## src/rtl/morse_pkg.sv

```systemverilog
// Shared types and timing constants for the Morse tone sequencer.
package morse_pkg;

   typedef enum logic [2:0] {
      IDLE     = 3'd0,
      TONE     = 3'd1,
      GAP      = 3'd2,
      CHAR_GAP = 3'd3,
      WORD_GAP = 3'd4
   } state_t;

   localparam int unsigned DOT_UNITS      = 1;
   localparam int unsigned DASH_UNITS     = 3;
   localparam int unsigned ELEM_GAP_UNITS = 1;
   localparam int unsigned CHAR_GAP_UNITS = 3;
   localparam int unsigned WORD_GAP_UNITS = 4;

   // DDS increment per Hz of output tone
   localparam int unsigned HZ_TO_INCR     = 91626;

endpackage

```

## src/rtl/morse_unit_timer.sv

```systemverilog
// Loadable down-counter; o_expire_c is high for the single cycle the loaded count reaches 0.
module morse_unit_timer #(
   parameter int unsigned W = 4
) (
   input  logic         i_clk,
   input  logic         i_rst_n,
   input  logic         i_clear,
   input  logic         i_load,
   input  logic [W-1:0] i_load_val,
   output logic         o_expire_c
);

   logic [W-1:0] r_cnt;
   logic         r_run;

   always_ff @(posedge i_clk or negedge i_rst_n) begin
      if (!i_rst_n) begin
         r_cnt <= '0;
         r_run <= 1'b0;
      end else if (i_clear) begin
         r_cnt <= '0;
         r_run <= 1'b0;
      end else if (i_load) begin
         r_cnt <= i_load_val;
         r_run <= 1'b1;
      end else if (r_run) begin
         if (r_cnt == '0) r_run <= 1'b0;
         else             r_cnt <= r_cnt - W'(1);
      end
   end

   assign o_expire_c = r_run & (r_cnt == '0);

endmodule

```

## src/rtl/morse_tone_sequencer.sv

```systemverilog
// Plays one dot/dash character at a time as DDS tone on/off with Morse timing.
// Optional word gap on iLEN == 0 is enabled by defining MORSE_WORD_GAP_EN.
module morse_tone_sequencer
   import morse_pkg::*;
#(
   parameter int unsigned UNIT_CYCLES = 6000000,
   parameter logic [31:0] TONE_INCR   = 32'(830 * HZ_TO_INCR),
   parameter int unsigned MAX_ELEM    = 6
) (
   input  logic                iCLK,
   input  logic                iRST_N,
   input  logic                iVALID,
   output logic                oREADY,
   input  logic [MAX_ELEM-1:0] iPATTERN,
   input  logic [2:0]          iLEN,
   input  logic                iABORT,
   output logic [31:0]         oDDS_INCR,
   output logic                oTONE_EN,
   output logic                oBUSY,
   output logic                oDONE
);

`ifdef MORSE_WORD_GAP_EN
   localparam int unsigned MAX_UNITS = WORD_GAP_UNITS;
`else
   localparam int unsigned MAX_UNITS = CHAR_GAP_UNITS;
`endif
   localparam int unsigned TW = $clog2(MAX_UNITS * UNIT_CYCLES);

   localparam logic [TW-1:0] DOT_LD  = TW'(DOT_UNITS * UNIT_CYCLES - 1);
   localparam logic [TW-1:0] DASH_LD = TW'(DASH_UNITS * UNIT_CYCLES - 1);
   localparam logic [TW-1:0] ELEM_LD = TW'(ELEM_GAP_UNITS * UNIT_CYCLES - 1);
   localparam logic [TW-1:0] CHAR_LD = TW'(CHAR_GAP_UNITS * UNIT_CYCLES - 1);
`ifdef MORSE_WORD_GAP_EN
   localparam logic [TW-1:0] WORD_LD = TW'(WORD_GAP_UNITS * UNIT_CYCLES - 1);
`endif

   state_t                r_state;
   logic [MAX_ELEM-1:0]   r_shift;
   logic [2:0]            r_elem_cnt;
   logic                  r_tone;
   logic [31:0]           r_incr;
   logic                  r_busy;
   logic                  r_done;

   logic                  w_accept;
   logic                  w_expire;
   logic                  w_load;
   logic [TW-1:0]         w_load_val;
   logic [2:0]            w_len;

   assign oREADY   = (r_state == IDLE) & ~iABORT;
   assign w_accept = iVALID & oREADY;
   assign w_len    = (32'(iLEN) > MAX_ELEM) ? 3'(MAX_ELEM) : iLEN;

   // Timer reload at every state entry that starts a new duration
   always_comb begin
      w_load     = 1'b0;
      w_load_val = '0;
      case (r_state)
         IDLE: begin
            if (w_accept) begin
               if (w_len != 3'd0) begin
                  w_load     = 1'b1;
                  w_load_val = iPATTERN[0] ? DASH_LD : DOT_LD;
               end
`ifdef MORSE_WORD_GAP_EN
               else begin
                  w_load     = 1'b1;
                  w_load_val = WORD_LD;
               end
`endif
            end
         end
         TONE: begin
            if (w_expire) begin
               w_load     = 1'b1;
               w_load_val = (r_elem_cnt == 3'd1) ? CHAR_LD : ELEM_LD;
            end
         end
         GAP: begin
            if (w_expire) begin
               w_load     = 1'b1;
               w_load_val = r_shift[0] ? DASH_LD : DOT_LD;
            end
         end
         default: ;
      endcase
   end

   morse_unit_timer #(.W(TW)) u_timer (
      .i_clk      (iCLK),
      .i_rst_n    (iRST_N),
      .i_clear    (iABORT),
      .i_load     (w_load),
      .i_load_val (w_load_val),
      .o_expire_c (w_expire)
   );

   always_ff @(posedge iCLK or negedge iRST_N) begin
      if (!iRST_N) begin
         r_state    <= IDLE;
         r_shift    <= '0;
         r_elem_cnt <= '0;
         r_tone     <= 1'b0;
         r_incr     <= '0;
         r_busy     <= 1'b0;
         r_done     <= 1'b0;
      end else begin
         r_done <= 1'b0;
         if (iABORT) begin
            r_state    <= IDLE;
            r_shift    <= '0;
            r_elem_cnt <= '0;
            r_tone     <= 1'b0;
            r_incr     <= '0;
            r_busy     <= 1'b0;
         end else begin
            case (r_state)
               IDLE: begin
                  if (w_accept) begin
                     if (w_len != 3'd0) begin
                        r_state    <= TONE;
                        r_shift    <= iPATTERN;
                        r_elem_cnt <= w_len;
                        r_tone     <= 1'b1;
                        r_incr     <= TONE_INCR;
                        r_busy     <= 1'b1;
                     end else begin
`ifdef MORSE_WORD_GAP_EN
                        r_state <= WORD_GAP;
                        r_busy  <= 1'b1;
`else
                        r_done  <= 1'b1;
`endif
                     end
                  end
               end
               TONE: begin
                  if (w_expire) begin
                     r_elem_cnt <= r_elem_cnt - 3'd1;
                     r_shift    <= r_shift >> 1;
                     r_tone     <= 1'b0;
                     r_incr     <= '0;
                     r_state    <= (r_elem_cnt == 3'd1) ? CHAR_GAP : GAP;
                  end
               end
               GAP: begin
                  if (w_expire) begin
                     r_state <= TONE;
                     r_tone  <= 1'b1;
                     r_incr  <= TONE_INCR;
                  end
               end
               CHAR_GAP, WORD_GAP: begin
                  if (w_expire) begin
                     r_state <= IDLE;
                     r_busy  <= 1'b0;
                     r_done  <= 1'b1;
                  end
               end
               default: r_state <= IDLE;
            endcase
         end
      end
   end

   assign oDDS_INCR = r_incr;
   assign oTONE_EN  = r_tone;
   assign oBUSY     = r_busy;
   assign oDONE     = r_done;

endmodule

```

## config.mk

```make
export PLATFORM = sky130hd
export DESIGN_NAME = morse_tone_sequencer
export DESIGN_NICKNAME = d
export VERILOG_FILES = /design/src/rtl/morse_pkg.sv /design/src/rtl/morse_unit_timer.sv /design/src/rtl/morse_tone_sequencer.sv
export SDC_FILE = /design/constraint.sdc
export NUM_CORES = 1
export LEC_CHECK = 0
export ABC_AREA = 1
export BUFFER_PORTS_ARGS = -buffer_cell sky130_fd_sc_hd__buf_2
export CAP_MARGIN = 10
export CORE_MARGIN = 5
export CORE_UTILIZATION = 31
export CTS_CLUSTER_DIAMETER = 60
export CTS_CLUSTER_SIZE = 25
export DETAILED_ROUTE_END_ITERATION = 12
export GPL_TIMING_DRIVEN = 0
export PLACE_DENSITY = 0.58
export SLEW_MARGIN = 10
export SYNTH_ARGS = -nofsm -noshare
export SYNTH_HDL_FRONTEND = slang
export SYNTH_SLANG_ARGS = --single-unit
```

## constraint.sdc

```tcl
create_clock -name iCLK -period 2.1 [get_ports iCLK]
set_input_delay 0.42 -clock iCLK [delete_from_list [all_inputs] [get_ports iCLK]]
set_output_delay 0.42 -clock iCLK [all_outputs]
set_load 0.005 [all_outputs]
```

==> metrics.yaml <==
critical_path:
  cp_max_fo: 6
  cp_slowest_cell: "dfrtp_1"
  startpoint_type: "register"
  end_kind: "register"
  crit_type: "register to register"
  slowest_delay_ps: 410
  critical_path.cell_chain: "inv_2, ha_4, inv_1, nor2_2, nand3_1, nor2_1, nand4_2, nand2_4, nand2_8, nand3_4, inv_8, clkbuf_16, nand2_1, nand2_1"
  required_ps: 2290
  crit_buf_inv: 4
  cp.arrival_ps: 2180
  cpMostUsedCell: "nand2_1"
  critPathTopFamily: "simple AND/OR/NAND/NOR gates"
global_routing:
  grt_use_total: 0.123
  grt_max_degree: 41
  grt_pass1_vias: 2532
  gr-total-overflow: 0
  antenna_found_initial: 0
  grt_pass1_wl_mm: 11.8
timing:
  fmax_mhz: 503
  setup_viol: 0
  skew_ps: 14.7
  period_minus_slack_ps: 1990
  slew_headroom: 0.379
  fin_ws_ps: 114
  rsz0062_at_grt: "yes"
  final_max_slew_viol_count: 0
  min_period_over_period: 0.946
  tightestPinTransition_ps: 932
  hold_viol: 0
min_path:
  min_path_type: "primary input to async pin"
synth:
  yosysUniqueCellTypes: 39
  synth_xor_area_frac: 0.0547
  synth-compound-area-share: 0.0967
  synthAdderAreaFrac: 0.0329
  avgSynthCellArea_um2: 7.47
  yosys_warnings: 0
  synth_mux_area_frac: 0
  synth_top_family_by_area: "simple AND/OR/NAND/NOR gates"
  syn-cell-area_mm2: 0.00304
  synth-seq-area-share: 0.329
  synth-simple-area-share: 0.341
  synthCells: 407
  ys_ff_latch: 40
cells_and_area:
  antenna_cells: 0
  drive_gt1_frac: 0.285
  final_area_mm2: 0.00370
  multi_input_area_mm2: 0.00175
  final-seq-area_mm2: 0.00100
  final_core_util: 0.382
  final_common_cell: "nand2_1"
  nFillCells: 986
  final_nets: 490
  final_cell_mix: "109 x nand2_1, 40 x dfrtp_1, 39 x buf_4"
  syn2layout_area_growth_pct: 21.5
die:
  start_util: 0.314
  die_y_um: 109
  core_mm2: 0.00968
  pin_count: 49
  dieArea_mm2: 0.0119
  die_x_um: 109
  rows: 36
clock_network:
  cts.clk_slew.worst_paths_ps: 100
  hold_buffers: 0
  clock_sinks: 40
  h-tree-depth: 2
  cts_tree: "built"
  clk_path_buf_depth: 2
  numCtsBuffers: 5
  cts_root_buf: "clkbuf_8"
  clock_latency_ps: 310
pwr:
  vdd_drop_max_mv: 0.624
  power_leakage_nw: 1.94
  power_density_mw_per_mm2: 1740
drt:
  initialDrtViolationCount: 169
  via_per_inst: 4.51
  drc_errors: 0
  drt-pass1-iter-count: 4
  dr_total_vias: 2722
  postRouteAntennaNets: 0
  drt-wirelength-per-cell_um: 12.4
  routed_wl_mm: 7.46
place:
  dpl-instance-area_mm2: 0.00341
  gp_congestion: 0.895
  pre_cts_slack_ps: 29.5
  io_buffers: 26
  hpwl_mm: 5.25
job:
  cap_violations: 0
status:
  status: "finished clean"
-- metrics by stage --
step | power, mW | hold slack [ps] | cells | setup TNS (ps)
2_1_floorplan | 4.71 | 124 | 427 | 0
3_3_place_gp | 5.53 | 463 | 586 | 0
3_5_place_dp | 5.58 | 470 | 586 | 0
4_1_cts | 6.17 | 308 | 594 | 0
5_1_grt | 7.12 | 349 | 603 | -420
6_report | 6.45 | 255 | 603 | 0
-- registers in the layout, indices dropped and copies added, names as in the netlist --
| signal | flops |
|---|---|
| oBUSY | 1 |
| oDDS_INCR | 1 |
| oDONE | 1 |
| r_elem_cnt | 3 |
| r_shift | 6 |
| r_state | 2 |
| u_timer.r_cnt | 25 |
| u_timer.r_run | 1 |
-- worst register-to-register path, cell delays in order, from the launching register on --
cell and delay, ps:
dfrtp_1 410, inv_2 110, ha_4 140, inv_1 50, nor2_2 130, nand3_1 80, nor2_1 140, nand4_2 150
nand2_4 150, nand2_8 90, nand3_4 120, inv_8 70, clkbuf_16 160, nand2_1 50, nand2_1 50
-- worst paths after layout --
kind	start	to	slack (ps)	depth (start not counted)
worst max-delay path	u_timer.r_cnt[0]	u_timer.r_cnt[20]	110	14
worst min-delay path	iRST_N	u_timer.r_cnt[24]	260	1
worst max register to register	u_timer.r_cnt[0]	u_timer.r_cnt[20]	110	14
worst min register to register	oBUSY	oBUSY	480	2
max in group asynchronous	iRST_N	r_shift[0]	1260	1
min in group iCLK	iABORT	oDONE	340	2
-- power by group --
group / internal (mW) / switching [mW]
clock network: 0.268 / 0.302
logic: 1.79 / 2.64
registers: 1.08 / 0.370
total: 3.13 / 3.32
-- metal layers --
| metal | vias up | wire (um) | track usage | share of wire |
|---|---|---|---|---|
| met2 | 65 | 3650 | 0.203 | 0.49 |
| met4 | 0 | 98 | 0.0397 | 0.013 |
| met5 | - | 0 | 0 | 0 |
| li1 | 1381 | - | - | - |
| met1 | 1270 | 3370 | 0.161 | 0.45 |
| met3 | 6 | 346 | 0.0225 | 0.046 |
-- cell usage after synthesis (all sizes together) --
library cell,number,share of area
o22ai,1,0.0021
nor2,53,0.081
xnor2,6,0.017
o31ai,1,0.0025
o211ai,1,0.0025
nand3,22,0.039
dfrtp,40,0.33
clkbuf,1,0.0012
nand3b,1,0.0025
ha,8,0.033
buf,40,0.10
xor2,13,0.037
nor4,1,0.0021
conb,1,0.0012
and3,1,0.0021
inv,33,0.041
clkinv,1,0.0012
nand4,18,0.041
a21oi,10,0.025
o21ai,23,0.053
a22oi,4,0.0099
nor3,7,0.015
nand2,120,0.16
a31oi,1,0.0021
-- layout make-up --
class | instances | share of cell area
Multi-Input combinational cell | 314 | 0.474
Sequential cell | 40 | 0.271
Buffer | 41 | 0.0894
Timing Repair Buffer | 33 | 0.0589
Tap cell | 133 | 0.0450
Inverter | 34 | 0.0366
Clock buffer | 7 | 0.0234
Clock inverter | 1 | 0.00203
-- timing repair --
action,4_1_cts,5_1_grt
buffers inserted,0,5
hold endpoints to repair,0,0
cloned,0,4
endpoints found under the setup margin,5,32
resized for setup,1,24
pin swaps,0,7
-- logic make-up (layout without fill, tap and decap cells) --
| group | count (synthesis) | in the layout |
|---|---|---|
| compound gates | 41 | 42 |
| xor+xnor | 19 | 19 |
| fa+ha+maj | 8 | 8 |
| buf+inv | 75 | 116 |
| flops | 40 | 40 |
| other cells | 1 | 21 |
| simple gates | 223 | 224 |
(Power assumes the default switching activity.)
